$ cat src/rtl/conv_adder_tree_pkg.sv
// ---------------------------------------------------------------------------
// conv_pkg
// Shared definitions for the convolution adder tree:
//   - beat_ctl_t   : valid/first/last flags that travel alongside the data
//   - clog2        : ceiling log2 constant function
//   - tree_w/acc_w : derived datapath widths
//   - level_count  : number of elements left after a given tree level
//   - sat_max/min  : signed range limits of an OUT_W-bit result
// ---------------------------------------------------------------------------
package conv_pkg;

    typedef struct packed {
        logic valid;
        logic first;
        logic last;
    } beat_ctl_t;

    function automatic int clog2(input int n);
        int r;
        int v;
        r = 32'sd0;
        v = 32'sd1;
        while (v < n) begin
            v = v * 32'sd2;
            r = r + 32'sd1;
        end
        return r;
    endfunction

    function automatic int tree_w(input int in_w, input int n_in);
        return in_w + clog2(n_in);
    endfunction

    function automatic int acc_w(input int in_w, input int n_in, input int guard);
        return tree_w(in_w, n_in) + guard;
    endfunction

    // Elements remaining after lvl pairwise levels (ceil halving each level).
    function automatic int level_count(input int n_in, input int lvl);
        int n;
        n = n_in;
        for (int i = 0; i < lvl; i++) begin
            n = (n + 32'sd1) / 32'sd2;
        end
        return n;
    endfunction

    function automatic longint sat_max(input int out_w);
        return (64'sd1 <<< (out_w - 32'sd1)) - 64'sd1;
    endfunction

    function automatic longint sat_min(input int out_w);
        return -(64'sd1 <<< (out_w - 32'sd1));
    endfunction

endpackage

$ cat src/rtl/conv_adder_tree_level.sv
// ---------------------------------------------------------------------------
// adder_tree_level
// One registered level of the pairwise adder tree. Adjacent elements are
// summed; an odd leftover element is registered unchanged. All elements are
// already at the full tree width, so the sums are exact.
// Ports:
//   clk, reset : clock, synchronous active-high reset
//   ctl_i      : beat flags entering this level
//   data_i     : N_ELEM packed elements of W bits
//   ctl_o      : beat flags, delayed one cycle
//   data_o     : ceil(N_ELEM/2) packed elements of W bits, registered
// ---------------------------------------------------------------------------
module adder_tree_level
    import conv_pkg::*;
#(
    parameter int N_ELEM = 9,
    parameter int W      = 20
) (
    input  logic                             clk,
    input  logic                             reset,
    input  beat_ctl_t                        ctl_i,
    input  logic [N_ELEM*W-1:0]              data_i,
    output beat_ctl_t                        ctl_o,
    output logic [((N_ELEM+1)/2)*W-1:0]      data_o
);

    localparam int N_OUT = (N_ELEM + 1) / 2;

    logic [N_OUT*W-1:0] pair_sum;
    logic [N_OUT*W-1:0] data_d;
    logic [N_OUT*W-1:0] data_q;
    beat_ctl_t          ctl_d;
    beat_ctl_t          ctl_q;

    for (genvar j = 0; j < N_OUT; j++) begin : g_pair
        if ((2 * j + 1) < N_ELEM) begin : g_add
            assign pair_sum[j*W +: W] = data_i[(2*j)*W +: W] + data_i[(2*j+1)*W +: W];
        end else begin : g_pass
            assign pair_sum[j*W +: W] = data_i[(2*j)*W +: W];
        end
    end

    // Next-state for the level registers.
    always_comb begin
        data_d = pair_sum;
        ctl_d  = ctl_i;
    end

    // Level registers; reset clears any beat in flight.
    always_ff @(posedge clk) begin
        if (reset) begin
            data_q <= '0;
            ctl_q  <= '0;
        end else begin
            data_q <= data_d;
            ctl_q  <= ctl_d;
        end
    end

    assign data_o = data_q;
    assign ctl_o  = ctl_q;

endmodule

$ cat src/rtl/conv_adder_tree.sv
// ---------------------------------------------------------------------------
// conv_adder_tree
// Pipelined signed adder tree with multi-beat accumulation and a scaled,
// optionally saturated output.
// Pipeline: input register (sign-extension to tree width) -> L tree levels
// -> accumulator -> output stage. A last beat sampled at edge t produces
// done at edge t+L+2.
// Ports:
//   clk      : clock, rising edge
//   reset    : synchronous active-high reset
//   enable   : beat valid this cycle
//   first    : beat starts a new accumulation (only with enable)
//   last     : beat ends the accumulation (only with enable)
//   data_in  : N_IN packed signed inputs, channel k at [k*IN_W +: IN_W]
//   output1  : signed result, zero when done is low
//   done     : one-cycle pulse per completed accumulation
//   overflow : result exceeded the OUT_W signed range, valid with done
// ---------------------------------------------------------------------------
module conv_adder_tree
    import conv_pkg::*;
#(
    parameter int N_IN      = 9,
    parameter int IN_W      = 16,
    parameter int ACC_GUARD = 8,
    parameter int OUT_W     = 24,
    parameter int SHIFT     = 0,
    parameter int SAT       = 1
) (
    input  logic                    clk,
    input  logic                    reset,
    input  logic                    enable,
    input  logic                    first,
    input  logic                    last,
    input  logic [N_IN*IN_W-1:0]    data_in,
    output logic signed [OUT_W-1:0] output1,
    output logic                    done,
    output logic                    overflow
);

    localparam int L      = clog2(N_IN);
    localparam int TREE_W = tree_w(IN_W, N_IN);
    localparam int ACC_W  = acc_w(IN_W, N_IN, ACC_GUARD);
    // Comparison width wide enough for both the shifted acc and the limits.
    localparam int CMP_W  = ((ACC_W > OUT_W) ? ACC_W : OUT_W) + 1;

    localparam logic signed [CMP_W-1:0] CMP_MAX = CMP_W'(sat_max(OUT_W));
    localparam logic signed [CMP_W-1:0] CMP_MIN = CMP_W'(sat_min(OUT_W));
    localparam logic signed [OUT_W-1:0] OUT_MAX = OUT_W'(sat_max(OUT_W));
    localparam logic signed [OUT_W-1:0] OUT_MIN = OUT_W'(sat_min(OUT_W));

    // ---------------- input register ----------------
    logic [N_IN*TREE_W-1:0] in_data_d;
    logic [N_IN*TREE_W-1:0] in_data_q;
    beat_ctl_t              in_ctl_d;
    beat_ctl_t              in_ctl_q;

    // Sign-extend every channel and qualify the flags with enable.
    always_comb begin
        in_data_d = '0;
        for (int k = 0; k < N_IN; k++) begin
            in_data_d[k*TREE_W +: TREE_W] = TREE_W'($signed(data_in[k*IN_W +: IN_W]));
        end
        in_ctl_d.valid = enable;
        in_ctl_d.first = enable & first;
        in_ctl_d.last  = enable & last;
    end

    // Input register.
    always_ff @(posedge clk) begin
        if (reset) begin
            in_data_q <= '0;
            in_ctl_q  <= '0;
        end else begin
            in_data_q <= in_data_d;
            in_ctl_q  <= in_ctl_d;
        end
    end

    // ---------------- adder tree ----------------
    for (genvar i = 0; i < L; i++) begin : g_lvl
        localparam int N_I = level_count(N_IN, i);
        localparam int N_O = level_count(N_IN, i + 1);

        logic [N_I*TREE_W-1:0] lvl_in;
        beat_ctl_t             ctl_in;
        logic [N_O*TREE_W-1:0] lvl_out;
        beat_ctl_t             ctl_out;

        if (i == 0) begin : g_src
            assign lvl_in = in_data_q;
            assign ctl_in = in_ctl_q;
        end else begin : g_chain
            assign lvl_in = g_lvl[i-1].lvl_out;
            assign ctl_in = g_lvl[i-1].ctl_out;
        end

        adder_tree_level #(
            .N_ELEM (N_I),
            .W      (TREE_W)
        ) u_level (
            .clk    (clk),
            .reset  (reset),
            .ctl_i  (ctl_in),
            .data_i (lvl_in),
            .ctl_o  (ctl_out),
            .data_o (lvl_out)
        );
    end

    logic signed [TREE_W-1:0] tree_sum;
    beat_ctl_t                tree_ctl;

    assign tree_sum = $signed(g_lvl[L-1].lvl_out);
    assign tree_ctl = g_lvl[L-1].ctl_out;

    // ---------------- accumulator ----------------
    logic signed [ACC_W-1:0] tree_ext;
    logic signed [ACC_W-1:0] acc_d;
    logic signed [ACC_W-1:0] acc_q;
    logic                    fwd_d;
    logic                    fwd_q;

    // Accumulate valid beats; bubbles hold acc. fwd marks acc as a final sum.
    always_comb begin
        tree_ext = ACC_W'(tree_sum);
        acc_d    = acc_q;
        fwd_d    = 1'b0;
        if (tree_ctl.valid) begin
            if (tree_ctl.first) begin
                acc_d = tree_ext;
            end else begin
                acc_d = acc_q + tree_ext;
            end
            fwd_d = tree_ctl.last;
        end else begin
            acc_d = acc_q;
            fwd_d = 1'b0;
        end
    end

    // Accumulator register.
    always_ff @(posedge clk) begin
        if (reset) begin
            acc_q <= '0;
            fwd_q <= 1'b0;
        end else begin
            acc_q <= acc_d;
            fwd_q <= fwd_d;
        end
    end

    // ---------------- output stage ----------------
    logic signed [ACC_W-1:0] shifted;
    logic signed [CMP_W-1:0] v_cmp;
    logic                    above;
    logic                    below;
    logic signed [OUT_W-1:0] output1_d;
    logic signed [OUT_W-1:0] output1_q;
    logic                    done_d;
    logic                    done_q;
    logic                    overflow_d;
    logic                    overflow_q;

    // Scale, range-check and clamp or wrap the finished sum.
    always_comb begin
        shifted    = acc_q >>> SHIFT;
        v_cmp      = CMP_W'(shifted);
        above      = (v_cmp > CMP_MAX);
        below      = (v_cmp < CMP_MIN);
        output1_d  = '0;
        done_d     = 1'b0;
        overflow_d = 1'b0;
        if (fwd_q) begin
            done_d     = 1'b1;
            overflow_d = above | below;
            if ((SAT != 0) && above) begin
                output1_d = OUT_MAX;
            end else if ((SAT != 0) && below) begin
                output1_d = OUT_MIN;
            end else begin
                output1_d = v_cmp[OUT_W-1:0];
            end
        end else begin
            output1_d  = '0;
            done_d     = 1'b0;
            overflow_d = 1'b0;
        end
    end

    // Output registers.
    always_ff @(posedge clk) begin
        if (reset) begin
            output1_q  <= '0;
            done_q     <= 1'b0;
            overflow_q <= 1'b0;
        end else begin
            output1_q  <= output1_d;
            done_q     <= done_d;
            overflow_q <= overflow_d;
        end
    end

    assign output1  = output1_q;
    assign done     = done_q;
    assign overflow = overflow_q;

endmodule

$ cat config.mk
export PLATFORM = sky130hd
export DESIGN_NAME = conv_adder_tree
export DESIGN_NICKNAME = d
export VERILOG_FILES = /design/src/rtl/conv_adder_tree_pkg.sv /design/src/rtl/conv_adder_tree_level.sv /design/src/rtl/conv_adder_tree.sv
export SDC_FILE = /design/constraint.sdc
export NUM_CORES = 1
export LEC_CHECK = 0
export ABC_AREA = 1
export ABC_CLOCK_PERIOD_IN_PS = 2200
export BUFFER_PORTS_ARGS = -buffer_cell sky130_fd_sc_hd__buf_2
export CORE_UTILIZATION = 30
export DETAILED_ROUTE_END_ITERATION = 16
export SETUP_SLACK_MARGIN = 0.02
export SLEW_MARGIN = 0
export SYNTH_ARGS = -nofsm -noshare
export SYNTH_HDL_FRONTEND = slang
export SYNTH_SLANG_ARGS = --single-unit
export TNS_END_PERCENT = 1
$ cat constraint.sdc
create_clock -name clk -period 2.2 [get_ports clk]
set_input_delay 0.22 -clock clk [delete_from_list [all_inputs] [get_ports clk]]
set_output_delay 0.22 -clock clk [all_outputs]
set_load 0.01 [all_outputs]
Word level (Yosys, flattened, before mapping)
Cells that the tools add are included.

operators by class
  muxes and demuxes = 4
  reduce and logical (&&, ||, !) cells = 3
  bitwise logic cells = 5
  $add $sub $neg = 9
  magnitude comparators = 2

operator list
  cell                                                                                count
  20-bit adder                                                                        8
  28-bit by 20-bit adder with 28-bit output                                           1
  28-bit by 24-bit greater-than comparator with 1-bit output (second input constant)  1
  28-bit by 24-bit less-than comparator with 1-bit output (second input constant)     1
  28-bit two-way mux                                                                  1
  24-bit two-way mux                                                                  1
  23-bit two-way mux                                                                  1
  2-bit OR reduction                                                                  2
  3-bit OR reduction                                                                  1
  1-bit bitwise AND                                                                   2
  1-bit NOT                                                                           2
  1-bit two-way mux                                                                   1
  1-bit OR                                                                            1

storage, ports and cells
  word-level logic and storage cells = 49
  flip-flop bits (word level) = 454
  output and inout port bits = 26

Depth between registers and ports, before layout
Gate-level depths: netlist (run 1).

  depth after elaboration = 3
  gate-level depth with buffers = 14

By module
Synthesis (run 1) repeated with hierarchy kept, for this count alone.

second synthesis, totals
  cells, all modules = 3440
  area total of the unflattened synthesis = 23312.4 um^2

modules (own cells, without submodules)
  module                               cells each  instances  area an instance (um^2)
  conv_adder_tree                      1111        1          8089.0
  adder_tree_level (g_lvl[0].u_level)  1120        1          7229.4
  adder_tree_level (g_lvl[1].u_level)  597         1          3940.0
  adder_tree_level (g_lvl[2].u_level)  337         1          2317.2
  adder_tree_level (g_lvl[3].u_level)  275         1          1736.7

Worst setup path after synthesis (run 1)
Ideal clock, no wire load.

  path type = reg2reg
  start point = register acc_q[0]
  end point = register acc_q[16]
  stages on the path, launching flop included = 14
  path buffers = 0
  arrival time = 1695 ps
  slack = 386 ps
  cells stage by stage = dfxtp_1 > ha_1 > inv_1 > fa_1 > inv_1 > nand3_1 > nand3_1 > nand2_1 > nand2_2 > nand2_1 > nand3_1 > nand2_1 > o21ai_1 > a21oi_1

on the way
  word-level cells in the longest chain between the ends = 2

RTL lines
  item                                       line                    text
  start, declared                            conv_adder_tree.sv:119  logic signed [ACC_W-1:0] acc_q;
  start signal, assigned                     conv_adder_tree.sv:144  acc_q <= '0;
  start signal, assigned                     conv_adder_tree.sv:147  acc_q <= acc_d;
  28-bit by 20-bit adder with 28-bit output  conv_adder_tree.sv:132  acc_d = acc_q + tree_ext;
  28-bit two-way mux                         conv_adder_tree.sv:129  if (tree_ctl.first) begin

No other way between the ends.
A chain may end at the register's enable or synchronous reset.

Worst setup path in the final report (run 1)
  start point = register acc_q[0]
  end point = register acc_q[22]

The elaborated chain is that of the path after synthesis.

==> flow_summary.yaml, run 1 <==
timing:
  slew_headroom: 0.376
  layout_setup_ws_ns: 0.170
  fin_crit_sh: 0.923
  tns_ns: 0
  holdWs_ns: 0.336
  rsz0062_at_grt: "true"
  worstMarginPinSlew_ns: 0.937
  setup_violations: 0
  hold_viol: 0
  finalClockSkew_ns: 0.0371
  post-route-min-period_ns: 2.03
  drv_slew: 0
  max_freq_mhz: 493
hold_path:
  whs_endpoint: "g_lvl[0].lvl_in[81]$_SDFF_PP0_"
  hold_path.class: "input port to flip-flop"
  min-delay-start: "data_in[65]"
  hold_depth: 4
final_layout:
  n_antenna_cell: 0
  fin_area_um2: 26000
  layout.cells.most_common: "nor2_1"
  drive_above_1_share: 0.104
  nets: 3513
  final_cell_mix: "nor2_1 (498), nand2_1 (487), inv_1 (430), dfxtp_1 (421), a21oi_1 (286)"
  final_util: 0.379
  areaGrowthSynthToFinish_pct: 25.3
pwr:
  switchingPower_uw: 5330
  cellInternalPower_uw: 14600
  power_frac_clock: 0.438
  p_leak_uw: 0.0129
  ir_worst_vdd_v: 0.000643
  p_comb_frac: 0.140
  p_per_area_nw_per_um2: 765
  p_sw_frac: 0.268
  p_seq_frac: 0.422
clocking:
  cts_tree: "done"
  postCtsSetupBuffers: 0
  cts.htree.levels: 2
  numCtsBuffers: 48
  worstSkewPairLatency_ns: 0.61
  cts.clk_slew.worst_paths_ns: 0.06
  cts_root_buf: "clkbuf_16"
  cts_buffer_depth: 3
  clock-sinks: 422
drt:
  routedWlPerCell_um: 12.6
  drc: 0
  avgViaCountPerCell: 4.40
  routed_wl_um: 52500
  via_count: 18300
  firstDrtPassIters: 7
  ant_nets: 0
  drt_iter0_markers: 811
synthesis:
  synth_ff_type: "dfxtp_1"
  avgSynthCellArea_um2: 7.27
  synth_seq_cells: 422
  synth.cell_area_um2: 20800
  synth-edff-count: 0
  yosysSeqAreaShare: 0.407
  synth_top_area_frac: 0.407
  ys_top_cells_by_area: "dfxtp_1 (41%), ha_1 (10%), nor2_1 (9.0%)"
  async_flop_share: 0
  ys_warn_count: 0
  ys_types: 50
  yosys.area.top_type: "dfxtp_1"
  syn_inst: 2854
  synth_nets: 3179
global_routing:
  grt_pass1_wl_um: 84700
  grt_start_max_net_pins: 106
  grt_pass1_vias: 17500
  grt_remaining_overflow: 0
  antenna_found_initial: 1
  grt_usage: 0.148
floorplan:
  die_w_um: 265
  rows: 96
  fp.dieH_um: 265
  die_area_um2: 70300
  num_io_pins: 175
  core_area_um2: 68600
  start_util: 0.303
setup_path:
  r2r_end: "acc_q[22]$_SDFFE_PP0P_"
  cp-end-kind: "flip-flop"
  reg2reg_depth: 13
  r2r-start: "acc_q[0]$_SDFFE_PP0P_"
  worstPathArrival_ns: 2.47
  ff2ff_setup_slack_ns: 0.17
  critPathLaunchType: "flip-flop"
  crit_type: "flip-flop to flip-flop"
  cp_data_required_time_ns: 2.64
  critPathMaxFanout: 4
run_status:
  status: "finished clean"
placed_design:
  detailed_place.area_um2: 22700
  dp_hpwl_um: 39000
  port_buffers: 174
  gp_congestion: 0.896
  place_ws_ns: 0.104
run:
  maxCapViolCount: 0
cell usage after synthesis, types with 9 or more instances:
master / number
nor2_1: 498
nor3_1: 18
fa_1: 9
ha_1: 167
buf_2: 11
o21a_1: 33
nand2_2: 9
clkbuf_1: 39
o21ai_0: 155
a21o_1: 20
o21ai_1: 15
nand4_1: 28
xor2_1: 11
nand2_1: 487
dfxtp_1: 422
nand3_1: 104
a21oi_1: 287
a21oi_2: 12
inv_1: 431
worst max-delay path: stages, from the launching register on:
cell     delay, ns
dfxtp_1       0.35
ha_1          0.20
inv_1         0.06
fa_1          0.36
inv_1         0.11
nand3_1       0.09
nand3_2       0.14
nand2_1       0.07
nand2_1       0.14
nand2_1       0.10
nand3_1       0.09
nand2_1       0.05
nand3_1       0.07
a21oi_1       0.06
cells by family after synthesis:
logic type,Yosys count,synth area share
buffers and inverters,492,0.0906
AOI/OAI and AO/OA,572,0.155
and+or+nand+nor,1178,0.232
xor gates and xnor gates,14,0.00591
adders and majority gates,176,0.109
DFF,422,0.407
layer usage:
metal | global-route usage | share of wire
met1 | 0.185 | 0.46
met5 | 0 | 0
met2 | 0.258 | 0.47
met3 | 0.0212 | 0.037
met4 | 0.0523 | 0.029
state kept, by name, summed over array words and instances, names as in the netlist:
name	cells
done	1
output1	24
g_lvl.ctl_in	3
g_lvl.lvl_in	144
g_lvl.u_level.data_o	208
g_lvl.u_level.ctl_o	12
fwd_q	1
acc_q	28
overflow	1
area by class of cell:
class | instances | area (um^2)
fillers | 7152 | 42600
clock inverters | 30 | 470
flip-flops and latches | 422 | 8450
inverters | 434 | 1630
repair buffers | 342 | 2550
clock buffers | 59 | 1290
multi-input cells | 1940 | 10400
well taps | 931 | 1160
power groups by stage:
stage | clock network [uW] | registers (uW) | logic, uW
floorplan | 0 | 8450 | 1860
global placement | 0 | 8570 | 2560
detailed placement | 0 | 8570 | 2560
CTS | 9000 | 8410 | 2780
global route | 9320 | 8440 | 3180
finish | 8720 | 8400 | 2780
through the flow:
stage	instances	power [uW]
2_1_floorplan	2854	10300
3_3_place_gp	3919	11100
3_5_place_dp	3919	11100
4_1_cts	4158	20200
5_1_grt	4158	20900
6_report	4158	19900
timing repair:
action                     CTS  global route
setup endpoints to repair    0            10
hold buffers               150             0
resized for setup            0             4
hold endpoints to repair   164             0
worst max-delay path by stage:
stage | start | end | slack (ns)
3_3_place_gp | acc_q[0]$_SDFFE_PP0P_ | acc_q[14]$_SDFFE_PP0P_ | 0.11
2_1_floorplan | acc_q[0]$_SDFFE_PP0P_ | acc_q[16]$_SDFFE_PP0P_ | 0.39
3_5_place_dp | acc_q[0]$_SDFFE_PP0P_ | acc_q[14]$_SDFFE_PP0P_ | 0.10
6_report | acc_q[0]$_SDFFE_PP0P_ | acc_q[22]$_SDFFE_PP0P_ | 0.17
4_1_cts | g_lvl[1].u_level.data_o[0]$_SDFF_PP0_ | g_lvl[2].u_level.data_o[12]$_SDFF_PP0_ | 0.07
5_1_grt | acc_q[0]$_SDFFE_PP0P_ | acc_q[22]$_SDFFE_PP0P_ | 0.002
No activity file was read; power rests on OpenSTA's default activity.
==> run 2: changes to the inputs <==
--- a/config.mk
+++ b/config.mk
@@ -5,7 +5,7 @@
 export SDC_FILE = /design/constraint.sdc
 export NUM_CORES = 1
 export LEC_CHECK = 0
-export ABC_AREA = 1
+export ABC_AREA = 0
 export ABC_CLOCK_PERIOD_IN_PS = 2200
 export BUFFER_PORTS_ARGS = -buffer_cell sky130_fd_sc_hd__buf_2
 export CORE_UTILIZATION = 30
==> run 2 against run 1 <==
Compared with the run above:
- the flow now finishes with violations (negative setup slack)
- cell count decreased by 22%
- global-route usage fell by 0.98 points
- register-to-register slack worse by 0.75 ns
- first-iteration DRC count fell by 27%
- flip-flop and latch count stayed put
- worst setup slack got worse by 0.75 ns
- core utilization is 4.1 points higher
- critical path depth is 2 lower
- maximum frequency decreased by 27%
- routed wire length is 17% lower
- sequential share of layout area rose by 0.79 points
- critical endpoint is now g_lvl[0].u_level.data_o[56]$_SDFF_PP0_
- largest cell class unchanged
==> flow_summary.yaml, run 2 <==
global_routing:
  globalRouteMet2Util: 0.249
  use_met3: 0.0244
  grt_pass1_wl_um: 72000
  grt_pass1_vias: 15200
  grt_usage: 0.138
  gr-max-usage-layer: "met2"
  grt_start_max_net_pins: 138
  antenna_found_initial: 1
  grt_remaining_overflow: 0
  met1_usage: 0.163
synthesis:
  synthXorXnorAreaFrac: 0.0626
  synthMuxAreaShare: 0.00224
  ys_types: 64
  ys_warn_count: 0
  synth.cells.most_frequent: "dfxtp_1 (422), nor2b_1 (227), nor2_1 (186), ha_1 (167), a21oi_1 (127)"
  synthAdderAreaFrac: 0.123
  synth_top_area_frac: 0.458
  synth_top_family_by_area: "simple AND/OR/NAND/NOR gates"
  synth_ff_type: "dfxtp_1"
  yosysSeqAreaShare: 0.458
  yosysMostFrequentCell: "dfxtp_1"
  synth_nets: 2243
  synth_compound_area_frac: 0.151
  synth-edff-count: 0
  yosys.area_share.simple: 0.182
  synth.cell_area_um2: 18500
  avgSynthCellArea_um2: 9.62
  syn_inst: 1918
  async_flop_share: 0
  synth_seq_cells: 422
  yosys.area.top_type: "dfxtp_1"
  ys_top_cells_by_area: "dfxtp_1 (46%), ha_1 (11%), nor2b_1 (7.7%)"
drt:
  firstDrtPassIters: 4
  routedWlPerCell_um: 13.4
  avgViaCountPerCell: 4.55
  via_count: 14700
  drc: 0
  ant_nets: 0
  drt_iter0_markers: 590
  routed_wl_um: 43500
final_layout:
  areaGrowthSynthToFinish_pct: 37.8
  instances_no_fill: 3239
  seqCellArea_um2: 8470
  multi_input_comb_area_um2: 10100
  drive_above_1_share: 0.236
  nFillCells: 5840
  largest_reg_flops: 208
  final_cell_mix: "dfxtp_1 (407), nor2b_1 (226), nor2_1 (186), buf_4 (182), buf_2 (173)"
  layout.cells.most_common: "dfxtp_1"
  nets: 2743
timing:
  layout_setup_ws_ns: -0.577
  hold_viol: 0
  drv_slew: 0
  slew_headroom: 0.614
  tns_ns: -9.20
  rsz0062_at_grt: "true"
  fin_crit_sh: 1.26
  holdWs_ns: 0.369
  setup_violations: 56
  post-route-min-period_ns: 2.78
  finalClockSkew_ns: 0.0314
  worstMarginPinSlew_ns: 0.578
  max_freq_mhz: 360
setup_path:
  cp_data_required_time_ns: 2.72
  cp-end-kind: "flip-flop"
  worstPathArrival_ns: 3.30
  critPathLaunchType: "flip-flop"
  critPathMaxFanout: 2
  ff2ff_setup_slack_ns: -0.58
  crit_type: "flip-flop to flip-flop"
placed_design:
  dp_hpwl_um: 30200
  gp_congestion: 0.860
  dp_cells: 3003
  place_ws_ns: -0.575
  port_buffers: 174
floorplan:
  die_w_um: 250
  rows: 90
  fp.dieH_um: 250
  die_area_um2: 62500
  num_io_pins: 175
  core_area_um2: 60600
  start_util: 0.305
clocking:
  numCtsBuffers: 47
  cts.htree.levels: 2
  cts.clk_slew.worst_paths_ns: 0.06
  worstSkewPairLatency_ns: 0.59
  cts_tree: "done"
  clock-sinks: 422
  cts_buffer_depth: 3
  postCtsSetupBuffers: 0
  cts_root_buf: "clkbuf_16"
run_status:
  status: "finished with violations"
  violations: "negative setup slack"
hold_path:
  hold_path.class: "input port to flip-flop"
run:
  maxCapViolCount: 0
pwr:
  p_leak_uw: 0.0114
  p_per_area_nw_per_um2: 816
  ir_worst_vdd_v: 0.000687
[run 2: changes by cell type after synthesis, moves of 17 or more]
cell / previous run / this run
nor2b_1: 0 / 227
nand3_1: 104 / 22
o21ai_0: 155 / 47
nand4_1: 28 / 11
inv_1: 431 / 41
o21ai_1: 15 / 34
nand2b_1: 0 / 26
a21oi_1: 287 / 127
a21o_1: 20 / 50
nor2_1: 498 / 186
xor2_1: 11 / 47
nand2_1: 487 / 76
xnor2_1: 3 / 85
[run 2: cell families (layout without fill, tap and decap cells)]
group	Yosys count	in the layout
simple gates	648	648
compound gates	433	433
flops	422	422
fa+ha+maj	176	176
xor+xnor	132	132
buf+inv	103	641
mux	4	4
other cells	0	1
[run 2: path summary, 6_finish.rpt]
check	startpoint	end	cells past startpoint
worst max-delay path	g_lvl[0].lvl_in[100]$_SDFF_PP0_	g_lvl[0].u_level.data_o[56]$_SDFF_PP0_	11
worst min-delay path	data_in[118]	g_lvl[0].lvl_in[146]$_SDFF_PP0_	3
worst max register to register	g_lvl[0].lvl_in[100]$_SDFF_PP0_	g_lvl[0].u_level.data_o[56]$_SDFF_PP0_	11
worst min register to register	g_lvl[0].ctl_in[0]$_SDFF_PP0_	g_lvl[0].u_level.ctl_o[0]$_SDFF_PP0_	1
[run 2: layout make-up]
cell class / count / area share
multi-input combinational: 1393 / 0.399
sequential: 422 / 0.333
timing repair buffer: 511 / 0.151
clock buffer: 59 / 0.0515
tap: 782 / 0.0385
clock inverter: 28 / 0.0211
inverter: 43 / 0.00634
antenna: 1 / 0.0000984
[run 2: report_power, final]
group / switching (uW) / total (uW) / internal (uW) / leakage, uW
Sequential: 241 / 8420 / 8180 / 0.00348
Clock: 3330 / 9130 / 5800 / 0.000881
Combinational: 1570 / 3190 / 1620 / 0.00707
[run 2: stage by stage]
step	total power [uW]	area [um^2]	util
after floorplan	10400	18500	-
after global routing	21800	25400	0.420
after detailed placement	11400	21600	0.356
after global placement	11400	21600	0.356
final	20800	25400	0.420
after CTS	21000	25200	0.416
[run 2: routing by layer]
layer | vias to the layer above | part of all wire
met5 | - | 0
met3 | 92 | 0.034
li1 | 7639 | -
met4 | 0 | 0.031
met2 | 219 | 0.49
met1 | 6781 | 0.45
[run 2: critical path, cell delays in order, from the launching register on]
cell,delay [ns]
dfxtp_1,0.31
ha_2,0.19
fa_2,0.36
a21o_1,0.16
a21o_1,0.17
a21o_1,0.19
a21oi_2,0.14
o21ai_2,0.08
a41o_1,0.20
o41a_1,0.34
a2111o_1,0.42
a21oi_1,0.14
[run 2: repair_timing]
| action | 4_1_cts | 5_1_grt |
|---|---|---|
| cloned | 0 | 0 |
| endpoints found under the setup margin | 94 | 95 |
| resized for setup | 88 | 48 |
| hold buffers | 148 | 0 |
| pin swaps | 59 | 15 |
| hold endpoints to repair | 166 | 0 |
